**config.mk**
```make
export PLATFORM = sky130hd
export DESIGN_NAME = audio_dac_tx_fifo
export DESIGN_NICKNAME = d
export VERILOG_FILES = /design/src/rtl/audio_dac_tx_fifo.sv
export SDC_FILE = /design/constraint.sdc
export NUM_CORES = 1
export LEC_CHECK = 0
export ABC_CLOCK_PERIOD_IN_PS = 13750
export CAP_MARGIN = 20
export CELL_PAD_IN_SITES_DETAIL_PLACEMENT = 0
export CELL_PAD_IN_SITES_GLOBAL_PLACEMENT = 1
export CORE_MARGIN = 4
export CORE_UTILIZATION = 50
export DETAILED_ROUTE_END_ITERATION = 7
export PLACE_DENSITY_LB_ADDON = 0.3
export SLEW_MARGIN = 20
export SYNTH_ARGS = -nofsm -noshare
export SYNTH_HDL_FRONTEND = slang
export SYNTH_SLANG_ARGS = --single-unit
```
**constraint.sdc**
```tcl
create_clock -name clk -period 13.75 [get_ports clk]
set_input_delay 2.0625 -clock clk [delete_from_list [all_inputs] [get_ports clk]]
set_output_delay 2.0625 -clock clk [all_outputs]
set_load 0.01 [all_outputs]
```
**src/rtl/audio_dac_tx_fifo.sv**
```systemverilog
// audio_dac_tx_fifo: stereo DAC serialiser with a sample-pair FIFO.
// Pairs from an Avalon-ST source are buffered and shifted out MSB-first on
// coe_dacdat, slaved to codec-driven bclk/daclrck (MODE 0 = I2S, 1 = LJ).
// Build option: define DAC_HOLD_LAST_EN to repeat the previous pair on
// underrun instead of sending silence.
`timescale 1ns/1ps
module audio_dac_tx_fifo #(
  parameter int unsigned DATA_W     = 16,
  parameter int unsigned FIFO_DEPTH = 8,
  parameter int unsigned MODE       = 0
) (
  input  logic                          clk,
  input  logic                          reset_n,
  input  logic [2*DATA_W-1:0]           asi_data,
  input  logic                          asi_valid,
  output logic                          asi_ready,
  input  logic                          enable,
  input  logic                          clr_underrun,
  input  logic                          coe_bclk,
  input  logic                          coe_daclrck,
  output logic                          coe_dacdat,
  output logic [$clog2(FIFO_DEPTH):0]   fifo_level,
  output logic                          underrun
);

  localparam int unsigned AW = $clog2(FIFO_DEPTH);
  localparam logic [AW:0] FULL_LVL = (AW+1)'(FIFO_DEPTH);

  typedef enum logic [1:0] {IDLE, LOAD, SHIFT} state_t;

  state_t              state, state_next;
  logic [1:0]          bclk_sync, lrck_sync;
  logic                bclk_d, lrck_d, lrck_seen;
  logic                bfall, lrck_rise, lrck_fall;
  logic                left_start, right_start, slot_start;
  logic [2*DATA_W-1:0] mem [FIFO_DEPTH];
  logic [AW:0]         wr_ptr, rd_ptr;
  logic                full, empty, push, do_pop, set_ur;
  logic                load_left, load_right, shift_en, go_quiet;
  logic [2*DATA_W-1:0] hold, next_pair, fill_pair;
  logic [DATA_W-1:0]   shifter, load_word, load_shift;
  logic                load_bit;

  // Synchronise codec clocks; lrck is only captured on a bclk falling edge
  always_ff @(posedge clk or negedge reset_n) begin
    if (!reset_n) begin
      bclk_sync <= '0;
      lrck_sync <= '0;
      bclk_d    <= 1'b0;
      lrck_d    <= 1'b0;
      lrck_seen <= 1'b0;
    end else begin
      bclk_sync <= {bclk_sync[0], coe_bclk};
      lrck_sync <= {lrck_sync[0], coe_daclrck};
      bclk_d    <= bclk_sync[1];
      if (bfall) begin
        lrck_d    <= lrck_sync[1];
        lrck_seen <= 1'b1;
      end
    end
  end

  // lrck_seen blocks a false slot start from the reset value of lrck_d
  assign bfall       = bclk_d & ~bclk_sync[1];
  assign lrck_rise   = bfall & lrck_seen & ~lrck_d &  lrck_sync[1];
  assign lrck_fall   = bfall & lrck_seen &  lrck_d & ~lrck_sync[1];
  assign left_start  = (MODE == 1) ? lrck_rise : lrck_fall;
  assign right_start = (MODE == 1) ? lrck_fall : lrck_rise;
  assign slot_start  = lrck_rise | lrck_fall;

  assign fifo_level = wr_ptr - rd_ptr;
  assign full       = (fifo_level == FULL_LVL);
  assign empty      = (fifo_level == '0);
  assign asi_ready  = ~full;
  assign push       = asi_valid & asi_ready;
  assign do_pop     = load_left & ~empty;
  assign set_ur     = load_left & empty;

  // FIFO storage, no reset needed on the data array
  always_ff @(posedge clk) begin
    if (push) mem[wr_ptr[AW-1:0]] <= asi_data;
  end

  // FIFO pointers
  always_ff @(posedge clk or negedge reset_n) begin
    if (!reset_n) begin
      wr_ptr <= '0;
      rd_ptr <= '0;
    end else begin
      if (push)   wr_ptr <= wr_ptr + 1'b1;
      if (do_pop) rd_ptr <= rd_ptr + 1'b1;
    end
  end

  // FSM state register
  always_ff @(posedge clk or negedge reset_n) begin
    if (!reset_n) state <= IDLE;
    else          state <= state_next;
  end

  // Next state and datapath strobes; LOAD work is done on the bfall that enters it
  always_comb begin
    state_next = state;
    load_left  = 1'b0;
    load_right = 1'b0;
    shift_en   = 1'b0;
    go_quiet   = 1'b0;
    case (state)
      IDLE: begin
        if (left_start && enable) begin
          load_left  = 1'b1;
          state_next = LOAD;
        end
      end
      LOAD: state_next = SHIFT;
      SHIFT: begin
        if (slot_start && !enable) begin
          go_quiet   = 1'b1;
          state_next = IDLE;
        end else if (left_start) begin
          load_left  = 1'b1;
          state_next = LOAD;
        end else if (right_start) begin
          load_right = 1'b1;
        end else if (bfall) begin
          shift_en   = 1'b1;
        end
      end
      default: state_next = IDLE;
    endcase
  end

  // Pair to latch at a left-slot start; I2S delays the MSB by one bit
  always_comb begin
`ifdef DAC_HOLD_LAST_EN
    fill_pair  = hold;
`else
    fill_pair  = '0;
`endif
    next_pair  = empty ? fill_pair : mem[rd_ptr[AW-1:0]];
    load_word  = load_left ? next_pair[2*DATA_W-1:DATA_W] : hold[DATA_W-1:0];
    load_shift = (MODE == 1) ? {load_word[DATA_W-2:0], 1'b0} : load_word;
    load_bit   = (MODE == 1) ? load_word[DATA_W-1] : 1'b0;
  end

  // Hold register, shifter and serial output; zero fill pads long slots
  always_ff @(posedge clk or negedge reset_n) begin
    if (!reset_n) begin
      hold       <= '0;
      shifter    <= '0;
      coe_dacdat <= 1'b0;
    end else if (load_left) begin
      hold       <= next_pair;
      shifter    <= load_shift;
      coe_dacdat <= load_bit;
    end else if (load_right) begin
      shifter    <= load_shift;
      coe_dacdat <= load_bit;
    end else if (go_quiet) begin
      shifter    <= '0;
      coe_dacdat <= 1'b0;
    end else if (shift_en) begin
      shifter    <= {shifter[DATA_W-2:0], 1'b0};
      coe_dacdat <= shifter[DATA_W-1];
    end
  end

  // Sticky underrun flag; a new underrun beats a simultaneous clear
  always_ff @(posedge clk or negedge reset_n) begin
    if (!reset_n)          underrun <= 1'b0;
    else if (set_ur)       underrun <= 1'b1;
    else if (clr_underrun) underrun <= 1'b0;
  end

endmodule
```
; After elaboration in Yosys (flattened, before gate mapping)
; Memory sizes are Yosys's and may differ from the RTL's.
; Index checks and enable logic that the tools add are counted.
[op_classes]
n_addsub = 3
n_eq_ne = 5
n_mux = 33
bitwise = 15
n_reduce_logical = 8
[op_table]
columns = operator, n
row1 = 2-to-1 mux 16 bit, 5
row2 = 2-to-1 mux 32 bit, 1
row3 = 2-to-1 mux 1 bit, 22
row4 = bitwise AND 1 bit, 9
row5 = adder 4 x 1 -> 4 bit (second input constant), 2
row6 = 2-to-1 mux 2 bit, 3
row7 = case mux 2 bit (3 select lines), 1
row8 = inverter 1 bit, 5
row9 = equality test 4 bit (second input constant), 1
row10 = logical NOT 4 bit, 1
row11 = nonzero test 4 bit, 1
row12 = subtractor 4 bit, 1
row13 = inequality test 3 bit (second input constant), 1
row14 = equality test 2 x 1 -> 1 bit (second input constant), 1
row15 = equality test 2 bit (second input constant), 1
row16 = logical AND 1 bit, 2
row17 = logical NOT 2 bit, 1
row18 = inequality test 2 bit (second input constant), 1
row19 = case mux 1 bit (2 select lines), 1
row20 = AND reduction 2 bit, 1
row21 = nonzero test 2 bit, 1
row22 = logical NOT 1 bit, 1
row23 = OR 1 bit, 1
[totals]
regBits = 51
ramBits = 256
input_bits = 39
memories = 1
[memory_table]
columns = memory, depth, width, rd, rd_ports_with_merged_regs, wr, line_no
row1 = mem, 8, 32, 1, 0, 1, 36  ; logic [2*DATA_W-1:0] mem [FIFO_DEPTH];

; Longest topological paths before layout
[logic_depth]
ltp_word = 13
depth_mapped = 11
ltp_nobuf = 9

; Worst setup path before layout
; No wires, ideal clock.
[synth_timing]
path_type = input to register
start = in asi_valid
end = mem mem[4][0] (netlist bit), enable pin
setup_time_ns = 0.513
arrival_ns = 5.606
t_required_ns = 13.237
path_slack_ns = 7.630
cell_stages = 2
cell_sequence = o41ai_4 -> nor4b_1
[synth_between]
elab_chain_cells = 3
[synth_rtl]
columns = element, line_no
row1 = from (decl), 15  ; input logic asi_valid,
row2 = bitwise AND 1 bit, 75  ; assign push = asi_valid & asi_ready;
row3 = 2-to-1 mux 1 bit, 81  ; if (push) mem[wr_ptr[AW-1:0]] <= asi_data;
row4 = 2-to-1 mux 1 bit (not written as such), 81
row5 = to (decl), 36
; Every way passes these cells.

; Worst setup path after layout
[layout_timing]
start = reg rd_ptr[0]
end = out asi_ready
[layout_between]
elab_chain_cells = 3
[layout_rtl]
columns = element, line_no
row1 = from (decl), 37  ; logic [AW:0] wr_ptr, rd_ptr;
row2 = from (signal assigned), 91  ; if (do_pop) rd_ptr <= rd_ptr + 1'b1;
row3 = subtractor 4 bit, 71  ; assign fifo_level = wr_ptr - rd_ptr;
row4 = equality test 4 bit, 72  ; assign full = (fifo_level == FULL_LVL);
row5 = inverter 1 bit, 74  ; assign asi_ready = ~full;
row6 = to (decl), 16  ; output logic asi_ready,
; Every way passes these cells.

==> summary.txt <==
Drt
  • DRT antenna net count: 0
  • Routed vias: 5741
  • Drt drc: 0
  • Drt first pass iters: 5
  • WL per Instance: roughly 22 um
  • DR vias/cell: 5.68
  • Final WL: around 23 mm
  • 1st-iter DRT viols: roughly 380

Clock tree
  • CTS Buf Count: 30
  • Clk_lat worst skew: ~540 ps
  • H-tree levels: 1
  • CTS tree: done
  • Clk root buf: clkbuf_16
  • Post-CTS resize count: 0
  • Post-CTS Hold Buffers: 0
  • Clk buf depth: 3
  • CTS Sinks: 307
  • Worst-path clk slew: 60 ps
  • Setup bufs post-CTS: 0

Worst setup path
  • Critical Path Max Stage Delay: roughly 730 ps
  • CP endpoint: asi_ready
  • Worst Path Arrival: 3060 ps
  • CP Class: reg -> out
  • Worst Setup SP: rd_ptr[0]
  • CP max-delay cell: dfrtp_2
  • CP Cell Sequence: ha_1 -> inv_1 -> fa_1 -> xor2_1 -> nor2_1 -> nand2_1 -> clkdlybuf4s50_1
  • Crit end category: output pin
  • R2R Path End: mem[3][17]
  • Crit path max fanout: 20
  • R2R depth: 8
  • Required time worst endpoint: about 12000 ps
  • Delay-heaviest family, CP: flip-flops
  • R2r startpoint: rd_ptr[0]
  • Startpoint types: flip-flop
  • Cell count along the critical path: 7
  • R2r setup slk: approximately 10000 ps
  • WP buf/inv: 2

Die
  • Row Count: 56
  • Die height: between 150 and 200 um
  • IO Count: 46
  • Die ar.: 0.0265 sq mm
  • Core ar.: between 0.02 and 0.025 sq mm
  • Initial core utilization: 0.509
  • Die width: between 150 and 200 um

Logic synthesis
  • Seq/Total Area, Yosys: 0.748
  • Mean Syn Cell Area: around 20 sq um
  • Post-synth EDFFs: roughly 260
  • Largest cells by area after synthesis: edfxtp_1 64%, mux4_2 12%, dfrtp_1 11%
  • Post-synthesis cell type count: approximately 50
  • Syn Inst Count: roughly 610
  • Most numerous cell in the Yosys netlist: edfxtp_1
  • Yosys top cell area share: 0.642
  • Post-Syn Nets: around 650
  • Largest area contributor in the netlist: edfxtp_1
  • FF+latch count, synth: about 310
  • Synthesized area: ~0.012 sq mm
  • Post-synth top cells: 256 x edfxtp_1, 64 x mux4_2, 51 x dfrtp_1, 28 x nand2_1, 19 x nor2_1
  • Synth warn: 0
  • Dominant synthesized flop cell: edfxtp_1
  • Asr flop ratio synth: 0.166

STA
  • Max-slew violations: 0
  • Setup clock skew after layout: roughly 9 ps
  • Max Clock Freq: a little under 200 MHz
  • Worst-Margin Slew: 846 ps
  • Setup TNS: 0 ps
  • Hold Fails Final Rpt: 0
  • Final setup viols: 0
  • RSZ-0062 raised after global routing: false
  • Slew Limit Headroom: 0.432
  • Final Cycle Share: 0.373
  • Min Tclk post-route: 5120 ps
  • Worst hold slack: 353 ps

Placement
  • Placed Area: ~0.013 sq mm
  • Routability cong.: slightly below 0.8
  • Hpwl dp: ~13 mm
  • Port bufs: 45
  • Placed Cells: about 950

Pwr
  • Pleak: 4.62 nW
  • Worst VDD drop: about 0.12 mV
  • Pwr dens: 198 mW/mm^2

Run status
  • Status: finished clean

Layout
  • ANT cells: 0
  • Final Core Density: 0.585
  • Non-Filler Instances: between 1k and 1.5k
  • Layout Nets: approximately 710
  • Layout cell share with drive strength beyond 1: 0.227
  • Area grow syn2layout: 15.0%
  • Final instance area: 0.0138 sq mm

Global routing
  • First-pass GRT wire length: roughly 36 mm
  • Largest net degree at the start of global routing: 52
  • Initial antenna violation count: 0
  • Vias in the first global route: 6143
  • All-Layer GR Usage: 0.175
  • Overflow after GRT: 0

Min path
  • Hold Path Origin: bclk_sync[0]
  • Hold Crit Class: reg -> reg

Flow run
  • Max Cap Viol: 0
-- report_power, final --
part	internal [mW]	switching, mW	total (mW)
clock network	0.463	0.319	0.782
registers	1.20	0.0984	1.30
logic	0.303	0.343	0.646
-- metrics by stage --
step / total power [mW] / setup WS, ps
finish: 2.72 / 8630
global placement: 1.95 / 9250
CTS: 2.76 / 8570
global route: 2.86 / 8430
detailed placement: 1.97 / 9160
floorplan: 1.75 / 7630
-- state kept, by name (all words and copies together), names as in the netlist, 2 cells and up --
signal / flops
rd_ptr: 4
shifter: 16
wr_ptr: 4
mem: 256
bclk_sync: 2
hold: 16
lrck_sync: 2
state: 2
-- worst min-delay path by stage --
stage               cells after the start  slack, ps      endpoint
global placement                        0        340  lrck_sync[1]
finish                                  0        350  bclk_sync[1]
floorplan                               0        330  bclk_sync[1]
CTS                                     0        360  bclk_sync[1]
detailed placement                      0        340  bclk_sync[1]
global route                            0        380  bclk_sync[1]
-- placed cells by master (no fill, tap or decap), drive strengths merged, types with 13 or more instances in the layout --
| cell type | n |
|---|---|
| nand3 | 17 |
| edfxtp | 256 |
| nand2 | 29 |
| a21oi | 16 |
| o21ai | 21 |
| dfrtp | 51 |
| clkbuf | 47 |
| a221oi | 14 |
| nor2 | 19 |
| mux2 | 17 |
| mux2i | 17 |
| buf | 13 |
| mux4 | 64 |
| clkdlybuf4s50 | 44 |
-- layout make-up --
cell class	instances	area, sq um
fillers	1728	9760
flip-flops and latches	307	8970
multi-input cells	262	2870
clock buffers	47	896
repair buffers	57	536
well taps	319	399
clock inverters	9	68.8
inverters	9	38.8
-- metal layers --
layer,vias up,track usage,part of all wire
li1,2573,-,-
met1,3012,0.237,0.42
met2,127,0.303,0.52
met3,29,0.0278,0.048
met4,0,0.0408,0.015
met5,-,0,0
-- cells by family after synthesis --
logic type / Yosys count / synth area share
AO/OA/AOI/OAI: 60 / 0.0335
AND/OR/NAND/NOR: 90 / 0.0387
XOR/XNOR: 8 / 0.00585
multiplexers: 98 / 0.151
buffers and inverters: 37 / 0.0161
adder cells (fa/ha/maj): 6 / 0.00689
flip-flops: 307 / 0.748
No activity file was read; power rests on OpenSTA's default activity.
